--- config.mk ---
export PLATFORM = sky130hd
export DESIGN_NAME = uart_rx_fifo
export DESIGN_NICKNAME = d
export VERILOG_FILES = /design/src/rtl/uart_rx_fifo.sv
export SDC_FILE = /design/constraint.sdc
export NUM_CORES = 1
export LEC_CHECK = 0
export CAP_MARGIN = 0
export CORE_UTILIZATION = 55
export DETAILED_ROUTE_END_ITERATION = 12
export PLACE_DENSITY = 0.75
export SLEW_MARGIN = 20
export SYNTH_ARGS = -nofsm -noshare
export SYNTH_HDL_FRONTEND = slang
export SYNTH_SLANG_ARGS = --single-unit
--- constraint.sdc ---
create_clock -name Clk -period 2 [get_ports Clk]
set_input_delay 0.2 -clock Clk [delete_from_list [all_inputs] [get_ports Clk]]
set_output_delay 0.2 -clock Clk [all_outputs]
set_load 0.01 [all_outputs]
--- src/rtl/uart_rx_fifo.sv ---
// 8N1 UART receiver with a show-ahead receive FIFO.
// RXD is double-synchronised; bytes are pushed one cycle after the stop-bit sample.
module uart_rx_fifo #(
    parameter int FREQ_CLK   = 100000000,
    parameter int RX_SPEED   = 115200,
    parameter int FIFO_DEPTH = 16
) (
    input  logic       Clk,
    input  logic       Rst,
    input  logic       RXD,
    input  logic       Data_Read,
    output logic [7:0] Data_Out,
    output logic       Empty,
    output logic       Full,
    output logic       Frame_Err,
    output logic       Overrun
);

    localparam int BIT_CYCLES  = FREQ_CLK / RX_SPEED;
    localparam int HALF_CYCLES = BIT_CYCLES / 2;
    localparam int CW          = $clog2(BIT_CYCLES);
    localparam int AW          = $clog2(FIFO_DEPTH);

    localparam logic [CW-1:0] BIT_LAST  = CW'(BIT_CYCLES - 1);
    localparam logic [CW-1:0] HALF_LAST = CW'(HALF_CYCLES - 1);
    localparam logic [CW-1:0] CNT_ONE   = CW'(1);
    localparam logic [AW:0]   PTR_ONE   = (AW + 1)'(1);
    localparam logic [AW:0]   FULL_XOR  = {1'b1, {AW{1'b0}}};

    if (BIT_CYCLES < 4) begin : g_bad_baud
        $error("uart_rx_fifo: FREQ_CLK/RX_SPEED must be at least 4");
    end
    if (FIFO_DEPTH < 2 || (FIFO_DEPTH & (FIFO_DEPTH - 1)) != 0) begin : g_bad_depth
        $error("uart_rx_fifo: FIFO_DEPTH must be a power of 2 and >= 2");
    end

    typedef enum logic [2:0] {
        S_IDLE,
        S_START,
        S_DATA,
        S_STOP,
        S_BREAK
    } state_t;

    state_t         state;
    state_t         state_nx;
    logic           rxd_m;
    logic           rxd_s;
    logic [CW-1:0]  cnt;
    logic [2:0]     idx;
    logic [7:0]     shreg;
    logic           push_pend;
    logic           bit_done;
    logic           half_done;
    logic           cnt_clr;
    logic           idx_clr;
    logic           shift_en;
    logic           stop_ok;
    logic           stop_bad;

    logic [7:0]     mem [FIFO_DEPTH];
    logic [AW:0]    wptr;
    logic [AW:0]    rptr;
    logic [7:0]     last_q;
    logic           pop;
    logic           push_ok;

    always_ff @(posedge Clk or posedge Rst) begin
        if (Rst) begin
            rxd_m <= 1'b1;
            rxd_s <= 1'b1;
        end else begin
            rxd_m <= RXD;
            rxd_s <= rxd_m;
        end
    end

    assign bit_done  = (cnt == BIT_LAST);
    assign half_done = (cnt == HALF_LAST);

    always_ff @(posedge Clk or posedge Rst) begin
        if (Rst) begin
            state <= S_IDLE;
        end else begin
            state <= state_nx;
        end
    end

    always_comb begin
        state_nx = state;
        unique case (state)
            S_IDLE: begin
                if (!rxd_s) state_nx = S_START;
            end
            S_START: begin
                if (half_done) state_nx = rxd_s ? S_IDLE : S_DATA;
            end
            S_DATA: begin
                if (bit_done && idx == 3'd7) state_nx = S_STOP;
            end
            S_STOP: begin
                if (bit_done) state_nx = rxd_s ? S_IDLE : S_BREAK;
            end
            S_BREAK: begin
                if (rxd_s) state_nx = S_IDLE;
            end
            default: state_nx = S_IDLE;
        endcase
    end

    always_comb begin
        cnt_clr  = 1'b0;
        idx_clr  = 1'b0;
        shift_en = 1'b0;
        stop_ok  = 1'b0;
        stop_bad = 1'b0;
        unique case (state)
            S_IDLE: begin
                cnt_clr = 1'b1;
            end
            S_START: begin
                cnt_clr = half_done;
                idx_clr = half_done;
            end
            S_DATA: begin
                cnt_clr  = bit_done;
                shift_en = bit_done;
            end
            S_STOP: begin
                cnt_clr  = bit_done;
                stop_ok  = bit_done & rxd_s;
                stop_bad = bit_done & ~rxd_s;
            end
            S_BREAK: begin
                cnt_clr = 1'b1;
            end
            default: begin
                cnt_clr = 1'b1;
            end
        endcase
    end

    always_ff @(posedge Clk or posedge Rst) begin
        if (Rst) begin
            cnt       <= '0;
            idx       <= '0;
            shreg     <= '0;
            push_pend <= 1'b0;
            Frame_Err <= 1'b0;
        end else begin
            cnt       <= cnt_clr ? '0 : cnt + CNT_ONE;
            push_pend <= stop_ok;
            Frame_Err <= stop_bad;
            if (idx_clr) begin
                idx <= '0;
            end else if (shift_en) begin
                idx <= idx + 3'd1;
            end
            if (shift_en) begin
                shreg <= {rxd_s, shreg[7:1]};
            end
        end
    end

    // A pop in the same cycle frees the slot, so a push into a full FIFO still lands.
    assign Empty   = (wptr == rptr);
    assign Full    = ((wptr ^ rptr) == FULL_XOR);
    assign pop     = Data_Read & ~Empty;
    assign push_ok = push_pend & (~Full | pop);

    always_ff @(posedge Clk) begin
        if (push_ok) begin
            mem[wptr[AW-1:0]] <= shreg;
        end
    end

    always_ff @(posedge Clk or posedge Rst) begin
        if (Rst) begin
            wptr    <= '0;
            rptr    <= '0;
            last_q  <= '0;
            Overrun <= 1'b0;
        end else begin
            Overrun <= push_pend & Full & ~pop;
            if (push_ok) begin
                wptr <= wptr + PTR_ONE;
            end
            if (pop) begin
                rptr   <= rptr + PTR_ONE;
                last_q <= mem[rptr[AW-1:0]];
            end
        end
    end

    // When drained, keep showing the byte that was read last.
    assign Data_Out = Empty ? last_q : mem[rptr[AW-1:0]];

endmodule
======== After elaboration in Yosys (flattened, before gate mapping) ========
Memories as Yosys holds them, arrays and structs flattened.
Index checks and enable logic that the tools add are counted.
operators by class
  $add $sub $neg .......................... 4
  equal/unequal tests ..................... 14
  mux-type cells .......................... 19
  bitwise operators ....................... 12
  reductions and logical operators ........ 5
operators by type and width
  operator                                                                number
  3-bit 2-to-1 mux                                                        8
  3-bit case mux with 5 select lines                                      1
  10-bit by 1-bit adder with 10-bit output, second input constant         1
  5-bit by 1-bit adder with 5-bit output, second input constant           2
  10-bit equality test, second input constant                             1
  10-bit by 9-bit equality test with 1-bit output, second input constant  1
  10-bit 2-to-1 mux                                                       1
  2-bit != test, second input constant                                    5
  8-bit 2-to-1 mux                                                        1
  1-bit AND                                                               6
  3-bit by 2-bit equality test with 1-bit output, second input constant   2
  3-bit equality test, second input constant                              2
  1-bit 2-to-1 mux                                                        6
  5-bit equality test                                                     1
  5-bit equality test, second input constant                              1
  5-bit AND reduction                                                     1
  5-bit XOR                                                               1
  1-bit inverter                                                          4
  3-bit by 1-bit adder with 3-bit output, second input constant           1
  3-bit by 1-bit equality test with 1-bit output, second input constant   1
  3-bit zero test                                                         1
  2-bit 2-to-1 mux                                                        1
  1-bit case mux with 2 select lines                                      1
  2-bit nonzero test                                                      1
  3 further kinds                                                         3
storage, ports and cells
  bits in registers ....................... 47
  bits in writable memories ............... 128
  bits of input ports ..................... 4
  output and inout port bits .............. 12
  word-level logic and storage cells ...... 67
  memories ................................ 1
memories
  name  depth  bits a word  rd ports  clocked after memory_dff  wr ports  RTL line  RTL
  mem   16     8            1         0                         1         61        logic [7:0] mem [FIFO_DEPTH];

======== Logic depth before layout (Yosys ltp) ========
Gate-level depths: netlist of run 1.
  word-level depth ........................ 7
  mapped depth ............................ 7
  mapped depth without buffers ............ 6

======== Least setup slack after synthesis of run 1 ========
No wires, ideal clock.
  kind .................................... flip-flop to flip-flop
  start point ............................. register wptr[3]
  end point ............................... memory mem[3][0], enable pin
  library setup time ...................... 383 ps
  arrival ................................. 1651 ps
  data required time ...................... 1617 ps
  path slack .............................. -35 ps
  cell stages (with the launch flop) ...... 7
  path buffers ............................ 2
  period minus slack after synthesis ...... 2035 ps
  cell sequence ........................... dfrtp_1 -> buf_2 -> xnor2_1 -> nand4_1 -> buf_2 -> o311ai_2 -> nor3_1
between the ends
  cells in the longest elaborated chain, start to end .. 7
  elaborated cells between the ends (all ways) .. 10
  classes of those cells .................. 2 x eq/ne; 2 x mux; 6 x bitwise
ends and longest elaborated chain
  element                                                RTL line  RTL
  start, declared                                        62        logic [AW:0] wptr;
  start signal, assigned                                 186       wptr <= wptr + PTR_ONE;
  5-bit XOR or 5-bit equality test (tied branches)       167, 166
  5-bit equality test or 1-bit inverter (tied branches)  167, 168
  1-bit inverter or 1-bit AND (tied branches)            169, 168
  1-bit OR                                               169       assign push_ok = push_pend & (~Full | pop);
  1-bit AND                                              169
  1-bit 2-to-1 mux                                       172       if (push_ok) begin
  1-bit 2-to-1 mux (implied by the code)                 173       mem[wptr[AW-1:0]] <= shreg;
  end, declared                                          61
Several ways; a longest one is shown, not always the timed one.

======== Worst setup path after layout of run 1 ========
  start point ............................. register rptr[1]
  end point ............................... output Data_Out[6]
between the ends
  cells in the longest elaborated chain, start to end .. 2
  elaborated cells between the ends (all ways) .. 3
  classes of those cells .................. 1 x eq/ne; 1 x mux; 1 x memory
ends and longest elaborated chain
  element                                                   RTL line  RTL
  start, declared                                           63        logic [AW:0] rptr;
  start signal, assigned                                    189       rptr <= rptr + PTR_ONE;
  memory 16 x 8 bit or 5-bit equality test (tied branches)  -
  8-bit 2-to-1 mux *                                        196       assign Data_Out = Empty ? last_q : mem[rptr[AW-1:0]];
  end, declared                                             12        output logic [7:0] Data_Out,
Every way passes the cells marked *; elsewhere a longest branch is shown, timed or not.

==> results.md, run 1 <==
* Global Route Usage Sum at 0.255
* Fmax at 0.380 GHz
* Antenna violations before repair at 0
* CP Launch Type: flop
* Clock Sinks at 175
* PnR worst setup slack at -0.633 ns
* Switching Fraction at 0.273
* Clock Latency Late Sink at 0.43 ns
* Number of global-route vias before repair at 4,343
* Post-synth top area share at 0.526
* Hold Path Class: input pin to asynchronous set/reset pin
* Pre-CTS setup slack at -0.467 ns
* Synth unique cells at 50
* Max_cap viols at 0
* Syn Inst Count at 430
* Largest net degree at the start of global routing at 29
* Most frequent cells in the layout: edfxtp_1 (128), dfrtp_1 (44), mux2_2 (34), buf_4 (33), buf_12 (25)
* Die area at 13,800 um^2
* First-pass GRT wire length at 25,300 um
* Pint at 7.51 mW
* Worst-path clk slew at 0.06 ns
* Htree depth at 4
* IO buf count at 15
* Fin crit share at 1.32
* Layout cells sized above 1 at 0.405
* Mapped cell area at 7310 um^2
* P_leak at 3.82 nW
* Min Clock Period, post-route at 2.63 ns
* Total Neg Setup Slack at -30.51 ns
* Clk_skew at 0.0113 ns
* Net Switching at 2.82 mW
* Synth top area cells: edfxtp_1 (53%), dfrtp_1 (15%), mux2_2 (6.2%)
* Ys Warns at 0
* Register share of total power at 0.401
* Measured slew at the worst slew-check pin at 0.628 ns
* CTS max path bufs at 2
* EDFF count, synth at 128
* GRT overflow at 0
* I/O pin cnt at 16
* Syn Area/Cell at 17.0 um^2
* Arr. time, crit path at 2.43 ns
* Clock Power Share at 0.309
* Pre-Repair DR Iteration Count at 5
* Row cnt at 41
* Synth area leader: edfxtp_1
* N_diodes at 0
* Top_reg_cell synth: edfxtp_1
* CTS tree: done
* Unrepaired setup endpoints after global routing: yes
* CP Class: flop to output port
* Element type at the critical path end: output port
* Residual DRC at 0
* Seq/Total Area, Yosys at 0.687
* Vias at 4,244
* Status: finished, violations left
* Final Hold Vio Count at 0
* Max-slew violations at 0
* Detailed-route wire length per cell at 23.9 um
* CTS Hold Bufs at 0
* PD cells at 1120 nW/um^2
* Core area at 12,800 um^2
* Area growth syn-to-layout at 26.5%
* Max VDD drop at 0.647 mV
* Crit path max fanout at 5
* Post-Route WL at 16,700 um
* Commonest non-fill, non-tap cell in the layout: edfxtp_1
* Die Y at 117 um
* GPL Wtd Cong at 0.784
* Violated checks: setup timing
* Die Wd at 117 um
* # setup viols final at 148
* Post-synth net total at 443
* DRT antenna net count at 0
* Layout net count at 526
* Initial Util at 0.573
* Seq cells post-synth at 175
* Slew margin rel. at 0.582
* DP HPWL at 9570 um
* CTS buffer count at 17
* Share of async-settable or async-resettable flops after synthesis at 0.269
* Share of total power in combinational logic at 0.290
* Routed vias/inst at 6.08
* Critical Path RT at 1.80 ns
* DRT iter0 DRCs at 472
* Clk root buf: clkbuf_16
[metrics by stage]
stage	hold slack [ns]	util	total power, mW	instance area, um^2	instances
2_1_floorplan	0.204	-	5.48	7320	430
3_3_place_gp	0.346	0.638	6.21	8150	641
3_5_place_dp	0.355	0.638	6.23	8150	641
4_1_cts	0.103	0.716	10.2	9150	693
5_1_grt	0.146	0.724	10.7	9250	698
6_report	0.111	0.724	10.3	9250	698
[synthesized netlist by cell type (2+ instances only)]
| master | number |
|---|---|
| edfxtp_1 | 128 |
| dfrtp_1 | 45 |
| mux2_2 | 40 |
| nor2_1 | 20 |
| xnor2_1 | 19 |
| mux4_2 | 17 |
| o22ai_1 | 16 |
| and3_1 | 13 |
| o21ai_0 | 12 |
| nand2_1 | 11 |
| inv_1 | 10 |
| mux2i_1 | 10 |
| buf_2 | 9 |
| ha_1 | 9 |
| clkbuf_1 | 7 |
| mux4_1 | 7 |
| nand3_1 | 5 |
| nor2b_1 | 4 |
| nor3_1 | 4 |
| xor2_1 | 4 |
| a21oi_1 | 3 |
| and4_1 | 3 |
| nand4_1 | 3 |
| o211ai_1 | 3 |
| buf_6 | 2 |
| dfstp_2 | 2 |
[registers in the layout, summed over array words and instances, names as in the netlist]
| register | cells |
|---|---|
| rxd_m | 1 |
| idx | 3 |
| push_pend | 1 |
| Frame_Err | 1 |
| last_q | 8 |
| cnt | 10 |
| Overrun | 1 |
| rptr | 5 |
| wptr | 5 |
| mem | 128 |
| rxd_s | 1 |
| shreg | 8 |
| state | 3 |
[layer usage]
| layer | part of all wire | global-route usage |
|---|---|---|
| met1 | 0.38 | 0.326 |
| met2 | 0.52 | 0.424 |
| met3 | 0.068 | 0.0554 |
| met4 | 0.029 | 0.102 |
| met5 | 0 | 0 |
[path summary, 6_finish.rpt]
path | start | end | slack, ns | depth (start not counted)
max in group asynchronous | Rst | rptr[1] | 1.37 | 3
min reg2reg | rxd_m | rxd_s | 0.36 | 0
max | rptr[1] | Data_Out[6] | -0.63 | 8
max reg2reg | rptr[1] | mem[14][1] | -0.23 | 8
min | Rst | cnt[2] | 0.11 | 2
min in group Clk | RXD | rxd_m | 0.18 | 1
[power groups by stage]
| stage | registers [mW] | logic [mW] | clock network (mW) |
|---|---|---|---|
| after floorplan | 4.13 | 1.35 | 0 |
| after global placement | 4.18 | 2.03 | 0 |
| after detailed placement | 4.19 | 2.04 | 0 |
| after CTS | 4.14 | 2.83 | 3.21 |
| after global routing | 4.16 | 3.15 | 3.36 |
| final | 4.15 | 3.00 | 3.20 |
[worst max-delay path, cell delays in order, from the launching register on]
cell       delay (ns)
dfrtp_2          0.45
clkbuf_16        0.17
buf_12           0.12
buf_6            0.09
mux4_2           0.51
o22ai_2          0.17
o22ai_2          0.10
mux2_4           0.27
buf_6            0.12
[layout make-up]
cell class	count	area [um^2]
Multi-Input combinational cell	226	2370
Inverter	10	37.5
Fill cell	712	3520
Timing Repair Buffer	83	1040
Clock buffer	22	444
Tap cell	172	215
Sequential cell	175	5020
Clock inverter	10	118
[logic make-up (layout without fill, tap and decap cells)]
family,count (synthesis),in the layout,share of synthesized area
AO/OA/AOI/OAI,43,44,0.0387
flip-flops,175,175,0.687
buffers and inverters,30,125,0.0212
AND/OR/NAND/NOR,75,75,0.0556
XOR/XNOR,23,23,0.0275
adder cells (fa/ha/maj),9,9,0.0154
multiplexers,75,75,0.155
[timing repair]
item,4_1_cts,5_1_grt
pin swaps,12,13
setup endpoints to repair,131,150
resized for setup,97,20
cloned,5,0
setup buffers,15,9
Power figures use the tool's default switching activity.
==> run 2, diff against run 1 <==
Settings changed: CORE_UTILIZATION 55 to 30, HOLD_SLACK_MARGIN set to 0.06, PLACE_DENSITY 0.75 to unset.
==> run 2 against run 1 <==
  * The run still ends with setup timing left
  * Fmax rose by 0.69%
  * Die area up 82%
  * Critical path depth did not move
  * Cell area up 0.49%
  * Critical endpoint is now Data_Out[5]
==> results.md, run 2 (synthesis results as in run 1) <==
* Finished Core Util at 0.393 (-0.332)
* Layout net count at 522 (-0.76%)
* N_diodes at 0 (unchanged)
* Number of global-route vias before repair at 4,237 (-2.4%)
* Clock Sinks at 175 (unchanged)
* WP buf/inv at 4 (unchanged)
* CP Class: flop to output port
* R2R setup slack at -0.13 ns (+0.10 ns)
* Status: finished, violations left
* DRT antenna net count at 0 (unchanged)
* I/O pin cnt at 16 (unchanged)
* CTS max path bufs at 2 (unchanged)
* Max_cap viols at 0 (unchanged)
* CP most frequent cell: buf_12
* Row cnt at 56 (+37%)
* Final Hold Vio Count at 0 (unchanged)
* Largest net degree at the start of global routing at 48 (+66%)
* Htree depth at 4 (unchanged)
* PnR worst setup slack at -0.615 ns (+0.0181 ns)
* CTS buffer count at 17 (unchanged)
* P_leak at 3.81 nW (about the same)
* Max VDD drop at 0.677 mV (+4.6%)
* Die Wd at 158 um (+35%)
* CTS tree: done
* Hold_ws at 0.137 ns (+0.0260 ns)
* Min Clock Period, post-route at 2.61 ns (-0.0181 ns)
* Layout cells sized above 1 at 0.397 (-0.00839)
* IO buf count at 15 (unchanged)
* # setup viols final at 132 (-11%)
* Critical Path RT at 1.80 ns (about the same)
* First-pass GRT wire length at 23,900 um (-5.7%)
* Violated checks: setup timing
* DRT iter0 DRCs at 206 (-56%)
* Clock Latency Late Sink at 0.43 ns (about the same)
* Most frequent cells in the layout: edfxtp_1 (128), dfrtp_1 (44), buf_4 (38), mux2_2 (36), buf_12 (22)
* GRT overflow at 0 (unchanged)
* Unrepaired setup endpoints after global routing: yes
* Max reg flops at 128 (unchanged)
* Worst-path clk slew at 0.06 ns (about the same)
* Commonest non-fill, non-tap cell in the layout: edfxtp_1
* Total Neg Setup Slack at -16.33 ns (+14.18 ns)
* DP HPWL at 9980 um (+4.3%)
* Slowest stage delay, CP at 0.50 ns (about the same)
* GPL Wtd Cong at 0.780 (-0.46%)
* Pre-Repair DR Iteration Count at 4 (-1)
* Clk root buf: clkbuf_16
* Hold Path Class: input pin to asynchronous set/reset pin
* Arr. time, crit path at 2.41 ns (-0.02 ns)
* Antenna violations before repair at 0 (unchanged)
* Die Y at 158 um (+35%)
* Slew margin rel. at 0.494 (-0.0880)
* Critical path cell sequence: buf_12 > buf_12 > mux4_2 > mux2i_1 > buf_4 > o22ai_4 > mux2_4 > buf_6
* Clk_skew at 0.0129 ns (+0.00164 ns)
* Slowest CP cell: mux4_2
* Vias at 4,006 (-5.6%)
* Measured slew at the worst slew-check pin at 0.760 ns (+0.132 ns)
* Global Route Usage Sum at 0.132 (-0.122)
* Fin crit share at 1.31 (-0.00906)
* PD cells at 1070 nW/um^2 (-4.4%)
* Crit path max fanout at 5 (unchanged)
* Post-Route WL at 15,300 um (-8.3%)
* CP Launch Type: flop
* Detailed-route wire length per cell at 18.2 um (-24%)
* Initial Util at 0.309 (-0.264)
* Max-slew violations at 0 (unchanged)
* Residual DRC at 0 (unchanged)
* Area growth syn-to-layout at 27.1%
* Fmax at 0.382 GHz (+0.69%)
* CP delay by family, top: multiplexers
* Die area at 25,000 um^2 (+82%)
* Element type at the critical path end: output port
* Core area at 23,700 um^2 (+85%)
* Routed vias/inst at 4.76 (-22%)
## run 2: routing by layer
metal / global-route usage / routed length, um / vias up
met3: 0.0271 / 665 / 20
met5: 0 / 0 / -
met4: 0.0586 / 308 / 0
met2: 0.223 / 7690 / 87
met1: 0.164 / 6630 / 2073
li1: - / - / 1826
## run 2: worst register-to-register path, delay by kind of cell (launching register included)
kind	cells	cell delay, ns
buffers and inverters	4	0.61
flip-flops	1	0.47
AND/OR/NAND/NOR	2	0.34
AO/OA/AOI/OAI	1	0.33
XOR/XNOR	1	0.15
## run 2: what timing repair did
action	in CTS	in global routing
setup endpoints to repair	123	145
gates resized for setup	67	33
gates cloned	1	1
setup buffers	3	2
hold buffers	0	0
pin swaps	6	5
## run 2: area by class of cell
type                            count  area (um^2)
Clock buffer                       20          457
Clock inverter                     12          103
Fill cell                        2173        14400
Inverter                           10         37.5
Multi-Input combinational cell    226         2340
Sequential cell                   175         5020
Tap cell                          319          399
Timing Repair Buffer               79          938
## run 2: stage by stage
stage	instances	cell area, um^2	worst slack [ns]	power (mW)
finish	841	9300	-0.615	9.93
global route	841	9300	-0.675	10.3
CTS	838	9130	-0.661	9.82
detailed placement	802	8440	-0.585	6.46
global placement	802	8440	-0.605	6.44
floorplan	430	7320	0.0646	5.48
## run 2: worst paths after layout
check | start | end | cells after the start
min in group Clk | RXD | rxd_m | 1
max | rptr[1] | Data_Out[5] | 8
min reg2reg | rxd_m | rxd_s | 0
min | Rst | cnt[0] | 3
max in group asynchronous | Rst | rxd_m | 3
max reg2reg | rptr[1] | mem[10][2] | 8
## run 2: report_power, final
group	internal, mW	switching, mW	total, mW
Combinational	1.49	1.24	2.73
Sequential	3.99	0.0951	4.09
Clock	1.69	1.43	3.11
